## config.mk

```make
export PLATFORM = sky130hd
export DESIGN_NAME = spram_burst_master
export DESIGN_NICKNAME = d
export VERILOG_FILES = /design/src/rtl/spram_burst_master_pkg.sv /design/src/rtl/spram_burst_master_addr_gen.sv /design/src/rtl/spram_burst_master.sv
export SDC_FILE = /design/constraint.sdc
export NUM_CORES = 1
export LEC_CHECK = 0
export ABC_AREA = 1
export BUFFER_PORTS_ARGS = -buffer_cell sky130_fd_sc_hd__buf_4
export CELL_PAD_IN_SITES_DETAIL_PLACEMENT = 0
export CELL_PAD_IN_SITES_GLOBAL_PLACEMENT = 1
export CORE_ASPECT_RATIO = 1.25
export CORE_UTILIZATION = 30
export CTS_CLUSTER_DIAMETER = 120
export DETAILED_ROUTE_END_ITERATION = 6
export PLACE_DENSITY_LB_ADDON = 0.25
export REMOVE_ABC_BUFFERS = 1
export SLEW_MARGIN = 25
export SYNTH_ARGS = -nofsm -noshare
export SYNTH_HDL_FRONTEND = slang
export SYNTH_HIERARCHICAL = 1
export SYNTH_SLANG_ARGS = --single-unit
```

## constraint.sdc

```tcl
create_clock -name clk -period 2.1 [get_ports clk]
set_clock_uncertainty 0.2 [all_clocks]
set_input_delay 0.315 -clock clk [delete_from_list [all_inputs] [get_ports clk]]
set_output_delay 0.315 -clock clk [all_outputs]
set_load 0.02 [all_outputs]
```

## src/rtl/spram_burst_master_pkg.sv

```systemverilog
// Shared definitions for the single-port RAM burst master and its RAM load.
// Latency: n/a (types and constants only).
// Backpressure: n/a.
package spram_burst_master_pkg;

  // Default geometry shared by the burst master and single_port_ram instances.
  localparam int unsigned SPRAM_ADDR_W = 8;
  localparam int unsigned SPRAM_DATA_W = 8;
  localparam int unsigned SPRAM_DEPTH  = 64;
  localparam int unsigned SPRAM_LEN_W  = 8;

  // Burst FSM states. The encodings are fixed so that waveforms and
  // software probes read the same values everywhere.
  typedef enum logic [1:0] {
    ST_IDLE  = 2'd0,
    ST_WRITE = 2'd1,
    ST_READ  = 2'd2
  } state_e;

endpackage

```

## src/rtl/spram_burst_master_addr_gen.sv

```systemverilog
// Burst address/beat counter: holds current address and remaining beats, wraps at depth.
// Latency: load and step take effect on the next clock edge; next_addr/last are combinational.
// Backpressure: none; it only advances when the caller asserts step.
module spram_burst_master_addr_gen
  import spram_burst_master_pkg::*;
#(
  parameter int addr_width = SPRAM_ADDR_W,
  parameter int depth      = SPRAM_DEPTH,
  parameter int len_width  = SPRAM_LEN_W
) (
  input  logic                  clk,
  input  logic                  rst,
  input  logic                  load,
  input  logic [addr_width-1:0] load_addr,
  input  logic [len_width-1:0]  load_len,
  input  logic                  step,
  output logic [addr_width-1:0] cur_addr,
  output logic [addr_width-1:0] next_addr,
  output logic                  last
);

  localparam logic [addr_width-1:0] LAST_ADDR = addr_width'(depth - 1);

  logic [addr_width-1:0] cur_addr_q,   cur_addr_d;
  logic [len_width-1:0]  beats_left_q, beats_left_d;

  assign next_addr = (cur_addr_q == LAST_ADDR) ? '0 : cur_addr_q + addr_width'(1);
  assign last      = (beats_left_q == '0);
  assign cur_addr  = cur_addr_q;

  // Load takes priority over step; beat count saturates at zero.
  always_comb begin
    cur_addr_d   = cur_addr_q;
    beats_left_d = beats_left_q;
    if (load) begin
      cur_addr_d   = load_addr;
      beats_left_d = load_len;
    end else if (step) begin
      cur_addr_d = next_addr;
      if (beats_left_q != '0) begin
        beats_left_d = beats_left_q - len_width'(1);
      end
    end
  end

  // Counter registers with synchronous reset.
  always_ff @(posedge clk) begin
    if (rst) begin
      cur_addr_q   <= '0;
      beats_left_q <= '0;
    end else begin
      cur_addr_q   <= cur_addr_d;
      beats_left_q <= beats_left_d;
    end
  end

endmodule

```

## src/rtl/spram_burst_master.sv

```systemverilog
// Burst initiator for a single-port RAM: turns (addr, len, rd/wr) commands into RAM cycles.
// Latency: write beat hits RAM the cycle it is accepted; first read beat the cycle after accept.
// Backpressure: wr_valid low or rd_ready low holds the burst; commands only accepted in IDLE.
// Optional ADDR_CHECK_EN: out-of-range start addresses are dropped and flagged on err.
module spram_burst_master
  import spram_burst_master_pkg::*;
#(
  parameter int addr_width = SPRAM_ADDR_W,
  parameter int data_width = SPRAM_DATA_W,
  parameter int depth      = SPRAM_DEPTH,
  parameter int len_width  = SPRAM_LEN_W
) (
  input  logic                  clk,
  input  logic                  rst,
  input  logic                  cmd_valid,
  output logic                  cmd_ready,
  input  logic                  cmd_write,
  input  logic [addr_width-1:0] cmd_addr,
  input  logic [len_width-1:0]  cmd_len,
  input  logic                  wr_valid,
  output logic                  wr_ready,
  input  logic [data_width-1:0] wr_data,
  output logic                  rd_valid,
  input  logic                  rd_ready,
  output logic [data_width-1:0] rd_data,
  output logic                  rd_last,
  output logic                  busy,
  output logic [data_width-1:0] ram_data,
  output logic [addr_width-1:0] ram_addr,
  output logic                  ram_we,
  input  logic [data_width-1:0] ram_q
`ifdef ADDR_CHECK_EN
  ,
  output logic                  err
`endif
);

  state_e state_q, state_d;

  logic                  cmd_fire;
  logic                  addr_ok;
  logic                  cmd_go;
  logic                  step;
  logic [addr_width-1:0] cur_addr;
  logic [addr_width-1:0] next_addr;
  logic                  last;

  assign cmd_fire = cmd_valid & cmd_ready;

`ifdef ADDR_CHECK_EN
  assign addr_ok = 32'(cmd_addr) < 32'(depth);
`else
  assign addr_ok = 1'b1;
`endif

  assign cmd_go = cmd_fire & addr_ok;
  assign step   = (wr_valid & wr_ready) | (rd_valid & rd_ready);

  spram_burst_master_addr_gen #(
    .addr_width (addr_width),
    .depth      (depth),
    .len_width  (len_width)
  ) u_addr_gen (
    .clk       (clk),
    .rst       (rst),
    .load      (cmd_go),
    .load_addr (cmd_addr),
    .load_len  (cmd_len),
    .step      (step),
    .cur_addr  (cur_addr),
    .next_addr (next_addr),
    .last      (last)
  );

  // Next state and handshake/RAM pin muxing. In READ the RAM address runs
  // one beat ahead on a fire, and repeats on a stall so q stays put.
  always_comb begin
    state_d   = state_q;
    cmd_ready = 1'b0;
    wr_ready  = 1'b0;
    rd_valid  = 1'b0;
    rd_last   = 1'b0;
    ram_we    = 1'b0;
    ram_addr  = cur_addr;
    ram_data  = wr_data;
    case (state_q)
      ST_IDLE: begin
        cmd_ready = 1'b1;
        ram_addr  = cmd_addr;
        if (cmd_go) begin
          state_d = cmd_write ? ST_WRITE : ST_READ;
        end
      end
      ST_WRITE: begin
        wr_ready = 1'b1;
        ram_we   = wr_valid;
        if (wr_valid && last) begin
          state_d = ST_IDLE;
        end
      end
      ST_READ: begin
        rd_valid = 1'b1;
        rd_last  = last;
        if (rd_ready) begin
          ram_addr = next_addr;
          if (last) begin
            state_d = ST_IDLE;
          end
        end
      end
      default: begin
        state_d = ST_IDLE;
      end
    endcase
    // Never write the RAM while reset is being applied, even mid-burst.
    if (rst) begin
      ram_we = 1'b0;
    end
  end

  // State register.
  always_ff @(posedge clk) begin
    if (rst) begin
      state_q <= ST_IDLE;
    end else begin
      state_q <= state_d;
    end
  end

  assign busy    = (state_q != ST_IDLE);
  assign rd_data = ram_q;

`ifdef ADDR_CHECK_EN
  logic err_q, err_d;

  // One-cycle flag for an accepted command whose start address is out of range.
  always_comb begin
    err_d = cmd_fire & ~addr_ok;
  end

  // Error pulse register.
  always_ff @(posedge clk) begin
    if (rst) begin
      err_q <= 1'b0;
    end else begin
      err_q <= err_d;
    end
  end

  assign err = err_q;
`endif

endmodule

```

==> results.yml, run 1 <==
run_status:
  status: "finished with violations"
  violations: "negative setup slack"
drt:
  drcViolationCount: 0
  route.vias.total: 1734
  wire_per_inst_um: 13.7
  vias_per_cell: 4.95
  firstDrtPassIters: 5
  drtIter0Drc: 64
  wl_mm: 4.78
  postRouteAntennaNets: 0
grt:
  grt_pass1_vias: 1673
  overflow: 0
  antenna_found_initial: 0
  grt_max_degree: 16
  grt_use_total_pct: 17.8
  grt_first_pass_wirelength_mm: 7.76
job:
  maxCapViolations: 0
logic_synthesis:
  syn_inst: 260
  syn_avg_cell_area_um2: 6.23
  yosys-top-cells-count: "nand2_1 (66), inv_1 (30), nand3_1 (25)"
  yosys_register_bits: 18
  yosysWarnings: 6
  synth_edf_count: 0
  syn-cell-area_um2: 1620
  ys_async_sr_fraction_pct: 0
  seq_area_frac_synth_pct: 22.2
  synth_top_area_share_pct: 22.2
  synthTopCellsByArea: "dfxtp_1 (22%), nand2_1 (15%), buf_4 (7.9%), nand3_1 (7.7%), inv_1 (6.9%)"
  yosys_most_used_dff: "dfxtp_1"
  synth_most_common_cell: "nand2_1"
  ys_types: 30
  synth_area_leader_cell: "dfxtp_1"
setup_path:
  path_buf_inv: 2
  path_max_fanout: 5
  crit_path_start_kind: "flop"
  critical_path_arrival_ps: 1610
  crit_family: "simple AND/OR/NAND/NOR gates"
  max_stage_delay_ps: 390
  end_kind: "output port"
  cp_slowest_cell: "dfxtp_2"
  cp_cell_sequence: "nand2_1 > nor3_1 > nand2_2 > inv_4 > a21oi_2 > nand3_1 > o211ai_1 > buf_4"
  path_class: "reg2out"
  worst_ep_required_time_ps: 1580
timing:
  maxSlewHeadroom_pct: 71.1
  finalSetupViolations: 3
  hold_viol: 0
  tightest_slew_ps: 433
  layout_setup_ws_ps: -29.1
  tns_ps: -59.1
  rsz0062_at_grt: "yes"
  slew_viol_final: 0
  finalCriticalPeriod_ps: 2130
  fmax_mhz: 470
  post-route-period-util_pct: 101
die:
  num_rows: 29
  die_x_um: 67.7
  core_area_um2: 5150
  die_area_um2: 5700
  ios: 68
  start_util_pct: 31.4
  die_h_um: 84.2
clock_tree:
  clock_latency_ps: 260
  cts_tree: "built"
  htreeDepth: 1
  clock_path_buffers: 2
  clk_transition_reported_paths_ps: 80
  cts.sinks: 18
  cts-root-buf: "clkbuf_8"
  cts_buffers: 3
placed_design:
  place_ws_ps: 120
  io_buffers: 35
  hpwl_mm: 3.52
  gp_congestion: 0.816
pwr:
  ir_worst_vdd_mv: 0.574
  power_density_nw_per_um2: 1380
  leakage_nw: 0.928
cells_and_area:
  nFillCells: 594
  area_growth_pct: 25.3
  multi_input_area_um2: 1020
  final_nets: 329
  n_antenna_cell: 0
  drive_gt1_share_pct: 33.0
  seq_area_um2: 373
  fin_util_pct: 39.4
worst_hold_path:
  hold_path_class: "in2reg"
==> power by group <==
part,leakage [nW],total (mW),internal [mW],switching [mW]
clock,0.0288,0.298,0.167,0.131
combinational,0.748,1.90,0.739,1.16
sequential,0.151,0.599,0.455,0.143
==> per-stage QoR <==
| stage | total power, mW | instance area, um2 | instances | hold WS, ps |
|---|---|---|---|---|
| finish | 2.80 | 2030 | 350 | 119 |
| global route | 3.06 | 2030 | 350 | 128 |
| CTS | 2.77 | 1960 | 348 | 115 |
| detailed placement | 2.42 | 1850 | 342 | 284 |
| global placement | 2.43 | 1850 | 342 | 278 |
| floorplan | 1.82 | 1450 | 237 | 184 |
==> kinds of logic (layout without fill, tap and decap cells) <==
kind of cell	after synthesis	in the layout	synth area share (%)
compound gates	36	36	14.8
fa+ha+maj	2	2	1.54
flops	18	18	22.2
buf+inv	60	88	19.0
xor+xnor	3	3	1.62
simple gates	141	141	40.8
==> layout by cell type (no fill, tap or decap), types with 3 or more instances in the layout <==
master    instances
nand2_1          62
buf_4            45
inv_1            29
nand3_1          24
nor2_1           22
dfxtp_1          12
a21oi_1          11
o211ai_1          9
inv_2             7
nor2_4            7
nor2_2            6
a22oi_1           6
nand2_2           5
nor3_1            4
clkbuf_8          4
dfxtp_2           4
o21ai_0           3
nand2_4           3
nand4_1           3
==> final timing paths <==
kind / start / endpoint / slack, ps / cells after the start
setup reg to reg: state_q[1] / u_addr_gen/cur_addr[5] / 230 / 9
hold reg to reg: u_addr_gen/beats_left_q[0] / u_addr_gen/beats_left_q[0] / 300 / 2
setup / recovery: u_addr_gen/cur_addr[4] / ram_addr[6] / -30 / 8
hold / removal: cmd_len[2] / u_addr_gen/beats_left_q[2] / 120 / 3
==> state kept, by name (all words and copies together) (netlist names) <==
register / count
state_q: 2
u_addr_gen/cur_addr: 8
u_addr_gen/beats_left_q: 8
==> worst register-to-register path, stage by stage, from the launching register on <==
cell and delay, ps:
dfxtp_1 460, inv_2 90, nor2_4 90, inv_1 50, o21ai_0 270, inv_1 110
nand2_2 100, inv_2 110, a22oi_1 180, a21oi_1 90
==> repair_timing <==
item	4_1_cts	5_1_grt
hold buffers	0	0
setup endpoints to repair	9	8
pin swaps	3	9
resized for setup	13	17
setup buffers	2	2
==> metal layers <==
layer / vias up / wire length [um] / GRT usage (%)
li1: 881 / - / -
met1: 790 / 2110 / 21.0
met2: 55 / 2330 / 29.4
met3: 8 / 273 / 6.11
met4: 0 / 69 / 4.45
met5: - / 0 / 3.85
==> area by class of cell <==
type,instances,share of cell area [%]
tap,62,3.82
inverter,37,6.97
sequential,18,18.4
multi-input combinational,182,50.4
timing repair buffer,47,17.8
clock buffer,4,2.71
(Power assumes the default switching activity.)
==> run 2: changes to the inputs <==
--- a/config.mk
+++ b/config.mk
@@ -5,7 +5,6 @@
 export SDC_FILE = /design/constraint.sdc
 export NUM_CORES = 1
 export LEC_CHECK = 0
-export ABC_AREA = 1
 export BUFFER_PORTS_ARGS = -buffer_cell sky130_fd_sc_hd__buf_4
 export CELL_PAD_IN_SITES_DETAIL_PLACEMENT = 0
 export CELL_PAD_IN_SITES_GLOBAL_PLACEMENT = 1
@@ -15,7 +14,6 @@
 export DETAILED_ROUTE_END_ITERATION = 6
 export PLACE_DENSITY_LB_ADDON = 0.25
 export REMOVE_ABC_BUFFERS = 1
-export SLEW_MARGIN = 25
 export SYNTH_ARGS = -nofsm -noshare
 export SYNTH_HDL_FRONTEND = slang
 export SYNTH_HIERARCHICAL = 1
==> results.yml, run 2 <==
setup_path:
  path_max_fanout: 2
  crit_path_start_kind: "flop"
  ff2ff_setup_slack_ps: 10
  end_kind: "output port"
  path_class: "reg2out"
  worst-r2r-cell-count: 6
  worst_ep_required_time_ps: 1580
  timing.rr.end: "u_addr_gen/beats_left_q[7]"
  r2r_start: "state_q[1]"
  critical_path_arrival_ps: 1830
timing:
  tightest_slew_ps: 499
  maxSlewHeadroom_pct: 66.3
  tns_ps: -1140
  rsz0062_at_grt: "yes"
  post-route-period-util_pct: 111
  finalCriticalPeriod_ps: 2340
  hold_viol: 0
  finalSetupViolations: 5
  slew_viol_final: 0
  layout_setup_ws_ps: -240
  fmax_mhz: 427
die:
  die_x_um: 64.3
  start_util_pct: 31.0
  core_area_um2: 4690
  ios: 68
  die_h_um: 79.9
  die_area_um2: 5140
  num_rows: 28
logic_synthesis:
  synthTopCellsByArea: "dfxtp_1 (25%), buf_4 (9.3%), o221a_2 (6.2%), nor2_1 (4.9%), nand3b_1 (4.1%)"
  syn_avg_cell_area_um2: 7.96
  yosysWarnings: 6
  synth_top_family_by_area: "simple AND/OR/NAND/NOR gates"
  syn-cell-area_um2: 1460
  ys_types: 50
  seq_area_frac_synth_pct: 24.7
  synth_most_common_cell: "nor2_1"
  synth_area_leader_cell: "dfxtp_1"
  yosys-top-cells-count: "nor2_1 (19), buf_4 (18), dfxtp_1 (18)"
  synth_edf_count: 0
  synthSimpleGateAreaFrac_pct: 28.2
  yosys_register_bits: 18
  synthXorXnorAreaFrac_pct: 6.01
  synth_top_area_share_pct: 24.7
  ys_async_sr_fraction_pct: 0
  synth_compound_area_share_pct: 23.3
  muxShareOfSynthArea_pct: 2.75
  yosys_most_used_dff: "dfxtp_1"
  synthAdderAreaFrac_pct: 1.72
  syn_inst: 183
run_status:
  status: "finished with violations"
  violations: "negative setup slack"
worst_hold_path:
  min_to: "u_addr_gen/cur_addr[1]"
  worstHoldStart: "cmd_addr[1]"
  hold_path_class: "in2reg"
  holdPathStages: 3
cells_and_area:
  seq_area_um2: 367
  multi_input_area_um2: 996
  final_common_cell: "buf_4"
  n_antenna_cell: 0
  final_cell_mix: "buf_4 (62), nor2_1 (17), dfxtp_1 (13), nand2_1 (10), a21oi_1 (9)"
  nFillCells: 495
  final_nets: 273
  area_growth_pct: 41.2
  drive_gt1_share_pct: 47.2
grt:
  antenna_found_initial: 0
  grt_max_degree: 19
  overflow: 0
  grt_first_pass_wirelength_mm: 7.63
  grt_use_total_pct: 19.4
  grt_pass1_vias: 1546
placed_design:
  gp_congestion: 0.784
  io_buffers: 35
  hpwl_mm: 3.45
pwr:
  seqPwrFrac_pct: 35.1
  swShare_pct: 35.1
  switchingPower_uw: 422
  ir_worst_vdd_mv: 0.310
  power_density_nw_per_um2: 585
  p_comb_share_pct: 44.1
  finalPower_mw: 1.20
  p_int_uw: 782
  clkPwrFrac_pct: 20.8
  leakage_nw: 0.861
clock_tree:
  cts_tree: "built"
  cts.sinks: 18
  cts-root-buf: "clkbuf_8"
  htreeDepth: 1
  clock_path_buffers: 2
  clk_transition_reported_paths_ps: 70
  clock_latency_ps: 260
  cts_buffers: 3
drt:
  vias_per_cell: 5.29
  route.vias.total: 1540
  wire_per_inst_um: 16.5
  drcViolationCount: 0
  drtIter0Drc: 85
  firstDrtPassIters: 4
  wl_mm: 4.80
  postRouteAntennaNets: 0
job:
  maxCapViolations: 0
[run 2: changes by cell type in the layout (fill, tap and decap cells not counted), moves of 8 or more]
cell and change:
buf_4 +17, inv_1 -22, nand2_1 -52, nand3_1 -20, o211ai_1 -8, o221a_2 +8
[run 2: cells by family after synthesis]
group | Yosys count
adder cells (fa/ha/maj) | 2
flip-flops | 18
multiplexers | 4
AND/OR/NAND/NOR | 73
buffers and inverters | 33
AO/OA/AOI/OAI | 43
XOR/XNOR | 10
[run 2: cell type report]
type	count	area share, %
Inverter	9	1.64
Timing Repair Buffer	69	26.5
Tap cell	60	3.65
Clock buffer	3	2.01
Sequential cell	18	17.8
Multi-Input combinational cell	132	48.4
[run 2: power groups by stage]
stage	combinational (mW)	clock, mW	sequential, mW
6_report	0.531	0.250	0.423
5_1_grt	0.575	0.278	0.430
3_5_place_dp	0.472	0	0.419
3_3_place_gp	0.468	0	0.418
4_1_cts	0.510	0.262	0.418
2_1_floorplan	0.253	0	0.424
[run 2: metal layers]
layer / GRT usage [%] / up-vias / part of all wire [%]
met4: 4.44 / 0 / 0.79
met1: 20.0 / 729 / 39
met5: 4.55 / - / 0
li1: - / 749 / -
met3: 7.43 / 4 / 7.5
met2: 35.9 / 58 / 53
[run 2: how the worst max path moves through the flow]
stage	startpoint	to	slack (ps)	cells past startpoint
floorplan	state_q[1]	u_addr_gen/beats_left_q[7]	-550	6
global placement	u_addr_gen/cur_addr[0]	ram_addr[5]	-60	9
detailed placement	u_addr_gen/cur_addr[0]	ram_addr[5]	-90	9
CTS	u_addr_gen/cur_addr[1]	ram_addr[7]	-230	8
global route	u_addr_gen/cur_addr[0]	ram_addr[5]	-340	9
finish	u_addr_gen/cur_addr[1]	ram_addr[6]	-240	8
[run 2: stage by stage]
stage | std cells | util [%] | cell area [um2] | hold WS (ps) | setup WS, ps
CTS | 288 | 42.3 | 1990 | 94.9 | -229
detailed placement | 283 | 39.4 | 1850 | 363 | -92.3
global placement | 283 | 39.4 | 1850 | 360 | -61.0
finish | 291 | 43.8 | 2060 | 97.9 | -240
floorplan | 159 | - | 1300 | 184 | -548
global route | 291 | 43.8 | 2060 | 119 | -338
[run 2: worst max-delay path: stages, from the launching register on]
cell and delay, ps:
dfxtp_2 360, ha_4 140, nand3_2 80, or2_4 260, buf_4 130, a21o_1 160
nand3b_1 140, o221a_2 140, buf_6 130
[run 2: what timing repair did]
action                                  4_1_cts  5_1_grt
gates cloned                                  0        0
pin swaps                                     8        3
gates resized for setup                      22       10
hold buffers                                  0        0
buffers inserted                              2        3
endpoints found under the setup margin        8       11
==> run 3: changes to the inputs <==
==> constraint.sdc (replaced) <==
create_clock -name clk -period 2.1 [get_ports clk]
set_clock_uncertainty 0.2 [all_clocks]
set_input_delay 0.525 -clock clk [delete_from_list [all_inputs] [get_ports clk]]
set_output_delay 0.525 -clock clk [all_outputs]
set_load 0.02 [all_outputs]
==> results.yml, run 3 (synthesis results as in run 2) <==
setup_path:
  path_class: "reg2out"
  cp_cell_sequence: "ha_4 > nand3_2 > or2_4 > buf_6 > a21o_1 > nand3b_1 > o221a_4 > buf_6"
  critical_path_arrival_ps: 1820
  cp_slowest_cell: "dfxtp_4"
  worst-r2r-cell-count: 7
  crit_path_start_kind: "flop"
  end_kind: "output port"
  path_max_fanout: 2
  crit_top_cell: "buf_6"
  worst_ep_required_time_ps: 1370
  max_stage_delay_ps: 370
grt:
  grt_max_degree: 16
  grt_first_pass_wirelength_mm: 8.47
  antenna_found_initial: 0
  grt_pass1_vias: 1767
  overflow: 0
  grt_use_total_pct: 21.8
die:
  die_x_um: 64.3
  start_util_pct: 31.0
  ios: 68
  die_h_um: 79.9
  core_area_um2: 4690
  num_rows: 28
  die_area_um2: 5140
clock_tree:
  postCtsHoldBufs: 0
  cts_tree: "built"
  htreeDepth: 1
  clock_latency_ps: 260
  clock_path_buffers: 2
  clk_transition_reported_paths_ps: 80
  cts_buffers: 3
  cts.sinks: 18
  cts-root-buf: "clkbuf_8"
cells_and_area:
  final_common_cell: "buf_4"
  final_nets: 299
  fin_util_pct: 52.4
  nFillCells: 462
  n_antenna_cell: 0
  area_growth_pct: 68.8
  final_cell_mix: "buf_4 (70), buf_6 (24), nor2_1 (17), dfxtp_1 (12), nand2_1 (10)"
  drive_gt1_share_pct: 55.8
worst_hold_path:
  hold_path_class: "in2reg"
  holdPathStages: 3
timing:
  finalSetupViolations: 11
  fmax_mhz: 393
  post-route-period-util_pct: 121
  layout_setup_ws_ps: -445
  tightest_slew_ps: 469
  hold_ws_ps: 309
  maxSlewHeadroom_pct: 68.3
  finalCriticalPeriod_ps: 2550
  hold_viol: 0
  rsz0062_at_grt: "yes"
  slew_viol_final: 0
pwr:
  finalPower_mw: 1.41
  power_density_nw_per_um2: 573
  ir_worst_vdd_mv: 0.321
  leakage_nw: 1.05
run_status:
  violations: "negative setup slack"
  status: "finished with violations"
drt:
  firstDrtPassIters: 4
  vias_per_cell: 5.24
  drcViolationCount: 0
  wl_mm: 5.41
  wire_per_inst_um: 17.0
  route.vias.total: 1667
  postRouteAntennaNets: 0
  drtIter0Drc: 82
placed_design:
  gp_congestion: 0.869
  place_ws_ps: -271
  hpwl_mm: 3.51
  io_buffers: 35
job:
  maxCapViolations: 0
-- run 3: power by group --
group	total, mW	switching, mW	internal [mW]
sequential	0.433	0.0548	0.378
clock	0.300	0.133	0.167
combinational	0.675	0.306	0.369
-- run 3: cell type report --
cell class / instances / area, um2 / area share, %
tap: 60 / 75.1 / 3.05
inverter: 9 / 47.5 / 1.93
multi-input combinational: 132 / 1100 / 44.8
timing repair buffer: 94 / 796 / 32.4
sequential: 18 / 375 / 15.3
clock buffer: 4 / 55.1 / 2.24
timing repair inverter: 1 / 7.51 / 0.305
-- run 3: path summary, 6_finish.rpt --
kind / startpoint / end / slack, ps
worst max-delay path: u_addr_gen/cur_addr[1] / ram_addr[6] / -450
worst min-delay path: cmd_addr[1] / u_addr_gen/cur_addr[1] / 310
worst max register to register: state_q[1] / u_addr_gen/beats_left_q[7] / -190
worst min register to register: u_addr_gen/beats_left_q[7] / u_addr_gen/beats_left_q[7] / 430
-- run 3: timing repair --
item	in CTS	in global routing
setup buffers	17	11
resized for setup	53	25
pin swaps	12	16
cloned	1	0
setup endpoints to repair	10	21
-- run 3: through the flow --
stage,std cells,TNS (ps),instance area (um2)
after floorplan,159,-2980,1300
after global placement,291,-1590,1910
after detailed placement,291,-1600,1910
after CTS,313,-3070,2300
after global routing,318,-3620,2460
final,318,-2840,2460
-- run 3: worst max-delay path: cells and delay by family, from the launching register on --
| kind | cells | cell delay, ps |
|---|---|---|
| adder cells (fa/ha/maj) | 1 | 130 |
| flip-flops | 1 | 370 |
| AO/OA/AOI/OAI | 2 | 300 |
| buffers and inverters | 2 | 250 |
| AND/OR/NAND/NOR | 3 | 500 |
-- run 3: per-layer routing --
layer	routed length (um)	track usage, %
met1	2080	21.6
met2	2830	39.5
met3	342	7.86
met4	159	10.0
met5	0	4.55
